`src/rtl/mic1_mem_ctrl.sv`:
```
// MIC-1 memory interface: turns datapath read/write/fetch requests into handshaked
// data-port and instruction-port transactions. Optional ack timeout via MEM_TIMEOUT_EN.
module mic1_mem_ctrl #(
  parameter int ADDR_W         = 32,
  parameter int TIMEOUT_CYCLES = 16
) (
  input  logic              clock,
  input  logic              reset,
  input  logic              rd_req,
  input  logic              wr_req,
  input  logic              fetch_req,
  input  logic [31:0]       MAR,
  input  logic [31:0]       MDR,
  input  logic [31:0]       PC,
  output logic [31:0]       RAM_data,
  output logic [31:0]       ROM_data,
  output logic              mdr_load,
  output logic              mbr_load,
  output logic              stall,
  output logic              mem_req,
  output logic              mem_we,
  output logic [ADDR_W-1:0] mem_addr,
  output logic [31:0]       mem_wdata,
  input  logic              mem_ack,
  input  logic [31:0]       mem_rdata,
  output logic              imem_req,
  output logic [ADDR_W-1:0] imem_addr,
  input  logic              imem_ack,
  input  logic [7:0]        imem_rdata,
  output logic              err
);

  typedef enum logic [1:0] {S_IDLE, S_BUSY, S_DONE} state_t;

  state_t              r_dState, r_fState;
  logic                r_memReq, r_memWe, r_isRead, r_mdrLoad, r_errData;
  logic [ADDR_W-1:0]   r_memAddr;
  logic [31:0]         r_memWdata, r_ramData;
  logic                r_imemReq, r_mbrLoad, r_errFetch;
  logic [ADDR_W-1:0]   r_imemAddr;
  logic [31:0]         r_romData;
  logic                w_dataReq, w_stall;
  logic                w_unusedMar;

`ifdef MEM_TIMEOUT_EN
  localparam int CNT_W = $clog2(TIMEOUT_CYCLES + 1);
  logic [CNT_W-1:0] r_dCnt, r_fCnt;
`endif

  assign w_dataReq   = rd_req | wr_req;
  assign w_stall     = (w_dataReq & (r_dState != S_IDLE)) | (fetch_req & (r_fState != S_IDLE));
  assign w_unusedMar = &{1'b0, MAR[31:ADDR_W-2]};

  // Data FSM; a simultaneous read and write keeps only the write and flags an error
  always_ff @(posedge clock or negedge reset) begin
    if (!reset) begin
      r_dState   <= S_IDLE;
      r_memReq   <= 1'b0;
      r_memWe    <= 1'b0;
      r_isRead   <= 1'b0;
      r_mdrLoad  <= 1'b0;
      r_errData  <= 1'b0;
      r_memAddr  <= '0;
      r_memWdata <= '0;
      r_ramData  <= '0;
`ifdef MEM_TIMEOUT_EN
      r_dCnt     <= '0;
`endif
    end else begin
      case (r_dState)
        S_IDLE: begin
          r_mdrLoad <= 1'b0;
          if (w_dataReq && !w_stall) begin
            r_memAddr  <= {MAR[ADDR_W-3:0], 2'b00};
            r_memWdata <= MDR;
            r_memWe    <= wr_req;
            r_isRead   <= rd_req & ~wr_req;
            r_memReq   <= 1'b1;
            r_dState   <= S_BUSY;
            if (rd_req && wr_req) r_errData <= 1'b1;
`ifdef MEM_TIMEOUT_EN
            r_dCnt     <= '0;
`endif
          end
        end
        S_BUSY: begin
          if (mem_ack) begin
            r_memReq <= 1'b0;
            r_dState <= S_DONE;
            if (r_isRead) begin
              r_ramData <= mem_rdata;
              r_mdrLoad <= 1'b1;
            end
          end
`ifdef MEM_TIMEOUT_EN
          else if (r_dCnt == CNT_W'(TIMEOUT_CYCLES - 1)) begin
            r_memReq  <= 1'b0;
            r_dState  <= S_DONE;
            r_errData <= 1'b1;
            if (r_isRead) begin
              r_ramData <= 32'hDEADBEEF;
              r_mdrLoad <= 1'b1;
            end
          end else begin
            r_dCnt <= r_dCnt + 1'b1;
          end
`endif
        end
        S_DONE: begin
          r_mdrLoad <= 1'b0;
          r_dState  <= S_IDLE;
        end
        default: r_dState <= S_IDLE;
      endcase
    end
  end

  // Fetch FSM runs independently of the data FSM on the byte-wide instruction port
  always_ff @(posedge clock or negedge reset) begin
    if (!reset) begin
      r_fState   <= S_IDLE;
      r_imemReq  <= 1'b0;
      r_imemAddr <= '0;
      r_mbrLoad  <= 1'b0;
      r_romData  <= '0;
      r_errFetch <= 1'b0;
`ifdef MEM_TIMEOUT_EN
      r_fCnt     <= '0;
`endif
    end else begin
      case (r_fState)
        S_IDLE: begin
          r_mbrLoad <= 1'b0;
          if (fetch_req && !w_stall) begin
            r_imemAddr <= PC[ADDR_W-1:0];
            r_imemReq  <= 1'b1;
            r_fState   <= S_BUSY;
`ifdef MEM_TIMEOUT_EN
            r_fCnt     <= '0;
`endif
          end
        end
        S_BUSY: begin
          if (imem_ack) begin
            r_imemReq <= 1'b0;
            r_romData <= {24'b0, imem_rdata};
            r_mbrLoad <= 1'b1;
            r_fState  <= S_DONE;
          end
`ifdef MEM_TIMEOUT_EN
          else if (r_fCnt == CNT_W'(TIMEOUT_CYCLES - 1)) begin
            r_imemReq  <= 1'b0;
            r_romData  <= 32'h000000FF;
            r_mbrLoad  <= 1'b1;
            r_errFetch <= 1'b1;
            r_fState   <= S_DONE;
          end else begin
            r_fCnt <= r_fCnt + 1'b1;
          end
`endif
        end
        S_DONE: begin
          r_mbrLoad <= 1'b0;
          r_fState  <= S_IDLE;
        end
        default: r_fState <= S_IDLE;
      endcase
    end
  end

  assign RAM_data  = r_ramData;
  assign ROM_data  = r_romData;
  assign mdr_load  = r_mdrLoad;
  assign mbr_load  = r_mbrLoad;
  assign stall     = w_stall;
  assign mem_req   = r_memReq;
  assign mem_we    = r_memWe;
  assign mem_addr  = r_memAddr;
  assign mem_wdata = r_memWdata;
  assign imem_req  = r_imemReq;
  assign imem_addr = r_imemAddr;
  assign err       = r_errData | r_errFetch;

endmodule

```
`config.mk`:
```
export PLATFORM = sky130hd
export DESIGN_NAME = mic1_mem_ctrl
export DESIGN_NICKNAME = d
export VERILOG_FILES = /design/src/rtl/mic1_mem_ctrl.sv
export SDC_FILE = /design/constraint.sdc
export NUM_CORES = 1
export LEC_CHECK = 0
export ABC_AREA = 1
export CAP_MARGIN = 30
export CORE_MARGIN = 3
export CORE_UTILIZATION = 40
export CTS_CLUSTER_DIAMETER = 60
export CTS_CLUSTER_SIZE = 24
export DETAILED_ROUTE_END_ITERATION = 8
export GPL_TIMING_DRIVEN = 0
export PLACE_DENSITY = 0.91
export SYNTH_ARGS = -nofsm -noshare
export SYNTH_HDL_FRONTEND = slang
export SYNTH_SLANG_ARGS = --single-unit
```
`constraint.sdc`:
```
create_clock -name clock -period 1.42 [get_ports clock]
set_input_delay 0.284 -clock clock [delete_from_list [all_inputs] [get_ports clock]]
set_output_delay 0.284 -clock clock [all_outputs]
set_load 0.01 [all_outputs]
```
==> flow_results.org <==
** Run status
- Result of the run :: complete, but fails checks
- The final reports fail on negative setup slack.

** Synthesis
- After synthesis, the netlist uses 19 different library cells.
- Post-synthesis instance total :: 657
- Count of warnings emitted by yosys :: 1
- Post-Syn Area :: 5950 um2
- Sequential-to-total area share from yosys stat :: 60.5%
- In this run, synthesis produced a sequential element count of 144.
- Avg Cell Area, Syn :: 9.06 um2

** Place
- The wire-length estimate of the detail-placed layout is 14.1 mm.
- Routability-driven placement finished with a final weighted congestion of 0.810.
- Summing all placed instances gives a cell area of 9100 um2.
- Port buffering added 280 buffers.

** Final layout
- Most common library cell in the layout ignoring fill and taps :: nand2_1
- The finished cells cover 9860 um2.
- Filler Cells Inserted :: 1098
- Net count of the finished layout :: 1143
- The post-route netlist has 13.9% of its cells at a drive strength greater than 1.
- Signed area change from the synthesized netlist to the final layout :: 65.6%
- Summing all flip-flop and latch instances after layout gives 3600 um2.
- Multi-input gate area :: 2020 um2
- Top library cells by usage in the layout, fill and taps aside :: 281 x nand2_1, 144 x dfrtp_1, 138 x clkdlybuf4s50_1
- Antenna cell count :: 0

** STA
- Timing would allow up to 0.631 GHz.
- Final setup violating endpoints :: 1
- Counting I/O delays and the setup requirement, the final critical path takes 1.59 ns.
- RSZ-0062 raised after global routing :: true
- The worst pin sits at a relative slew slack of 60.9%.
- Final sum of negative setup slack :: -0.166 ns
- Setup slack of the critical path after layout :: -0.166 ns
- For the final database, setup skew stands at 0.00942 ns.
- Hold violation count in the final report :: 0
- For the pin with the worst max-slew slack, the measured transition is 0.586 ns.
- Across all hold checks on the routed design, the worst slack comes to 0.188 ns.
- Slew Viols, Final :: 0
- Final worst-path cycle share :: 112%

** Clock network
- The later pin in the worst-skew pair is clocked with a latency of 0.42 ns.
- The clock net in this run drives a total of 144 sinks.
- Clock buffer depth :: 2
- Clock-pin slew was measured on the worst setup and hold paths at 0.06 ns.
- Deepest level of the CTS H-tree :: 4
- TritonCTS Buffers :: 17
- TritonCTS built the clock tree.
- CTS root buf :: clkbuf_16

** Min path
- Path type of the worst min-delay path :: input pin to flop

** Detailed routing
- For this block, the routed nets add up to 19.6 mm of wire.
- After detailed routing, the average wire length per cell comes to 16.4 um.
- The final route contains 5695 vias.
- In the routed design, unresolved DRC markers number 0.
- Via density :: 4.77
- Number of detailed-route iterations in the first pass :: 4
- Number of DRC markers after the initial detailed-route iteration :: 276
- Antenna Violating Nets Remaining :: 0

** Global route
- Largest net degree at the start of global routing :: 74
- Global routing usage on met3 :: 8.79%
- Number of global-route vias before repair :: 5645
- The number of antenna violations at the first check in global routing was 0.
- Global routing used 26.6% of the available met1 tracks.
- Total global routing overflow :: 0
- For this run, the total global-route usage over all layers was measured as 23.4%.
- GR met2 Demand/Resource :: 40.7%
- met2 is the most crowded layer.
- Global-route wire length before repair :: 29.9 mm

** Worst setup path
- Among all stages on the critical path, the largest delay is contributed by dfrtp_1.
- Data on the critical path is required at its endpoint by 1.14 ns.
- Nature of the critical path startpoint :: flop
- Cells along the critical path :: inv_1, nand2_2, nand2_4, buf_6, nand2_4, buf_6
- Start-to-end type of the worst setup path :: flop to output pin
- Signal arrival time at the worst endpoint :: 1.30 ns
- Worst-path fanout max :: 2
- Delay of the slowest cell on the worst path :: 0.39 ns
- The worst setup path is captured at an output pin.

** Die
- The die covers 16400 um2.
- In this run the vertical extent of the chip is 128 um.
- Core area :: 14200 um2
- The initial utilization of the core area, before any placement, comes to 41.9%.
- Die Span X :: 128 um
- During I/O placement, the number of pins put on the boundary was 310.
- The floorplan has 43 rows.

** Power and ir drop
- Leakage component of the power :: 5.27 nW
- Power spread over the standard cell area amounts to 2110 nW/um2.
- Power comes to 20.8 mW.
- IR Drop Worst-Case VDD :: 0.00113 V

** Flow run
- The tool flagged a number of max-cap violations equal to 0.
## state kept, by name, indices dropped and copies added (netlist names), 2 cells and up
signal     count
r_dState       2
imem_addr     32
RAM_data      32
mem_addr      30
ROM_data       8
r_fState       2
mem_wdata     32
## logic make-up (layout without fill, tap and decap cells)
kind of cell / Yosys count / count (layout) / share of synthesized area, %
AOI/OAI and AO/OA: 3 / 3 / 0.252
buffers and inverters: 77 / 408 / 8.68
and+or+nand+nor: 431 / 431 / 30.4
other: 2 / 27 / 0.126
DFF: 144 / 144 / 60.5
## final timing paths
path / cells past startpoint / startpoint / to / slack [ns]
setup / recovery: 6 / r_dState[0]$_DFFE_PN0P_ / stall / -0.17
hold / removal: 3 / wr_req / mem_we$_DFFE_PN0P_ / 0.19
setup reg to reg: 9 / r_fState[1]$_DFFE_PN0P_ / imem_addr[22]$_DFFE_PN0P_ / 0.03
hold reg to reg: 2 / mem_addr[2]$_DFFE_PN0P_ / mem_addr[2]$_DFFE_PN0P_ / 0.46
max in group asynchronous: 3 / reset / RAM_data[15]$_DFFE_PN0P_ / 0.17
min in group asynchronous: 2 / reset / mem_wdata[18]$_DFFE_PN0P_ / 0.48
## synth_stat cells, drive strengths merged
| library cell | number | area [um2] |
|---|---|---|
| dfrtp | 144 | 3600 |
| nand4 | 1 | 6.26 |
| inv | 8 | 30.0 |
| nand3 | 129 | 646 |
| nor2 | 4 | 27.5 |
| clkbuf | 5 | 18.8 |
| nand2 | 297 | 1130 |
| clkinv | 1 | 3.75 |
| o21ai | 3 | 15.0 |
| buf | 63 | 464 |
| conb | 2 | 7.51 |
## worst max-delay path: cells and delay by family (launching register included)
kind	cells	cell delay, ns
AND/OR/NAND/NOR	3	0.20
buffers and inverters	3	0.30
flip-flops	1	0.39
## cell type report
class	instances	share of cell area [%]
plain buffers	67	5.61
inverters	9	0.343
multi-input cells	461	20.5
clock buffers	20	4.63
flip-flops and latches	144	36.6
clock inverters	12	0.863
well taps	180	2.28
repair buffers	300	29.2
## where the power goes
| part | total, mW | switching, mW | internal, mW | leakage (nW) |
|---|---|---|---|---|
| registers | 7.09 | 1.04 | 6.05 | 1.79 |
| logic | 9.64 | 5.26 | 4.38 | 3.22 |
| clock network | 4.09 | 1.76 | 2.33 | 0.259 |
## repair_timing
action	4_1_cts	5_1_grt
gates cloned	0	2
pin swaps	2	5
resized for setup	155	74
hold buffers	1	0
setup endpoints to repair	142	151
buffers inserted	6	11
endpoints found under the hold margin	71	0
## stage by stage
| stage | cells | util [%] | setup WS [ns] |
|---|---|---|---|
| final | 1193 | 69.4 | -0.166 |
| after global routing | 1193 | 69.4 | -0.223 |
| after CTS | 1181 | 67.2 | -0.223 |
| after detailed placement | 1143 | 64.1 | -0.794 |
| after global placement | 1142 | 63.9 | -5.72 |
| after floorplan | 682 | - | 0.158 |
## layer usage
layer	wire length (um)	share of wire, %	up-vias
met1	7320	37	2700
met2	10100	51	237
met5	0	0	-
met3	1710	8.7	36
met4	497	2.5	0
li1	-	-	2722
Note: power is estimated with default switching activity, not from simulation.
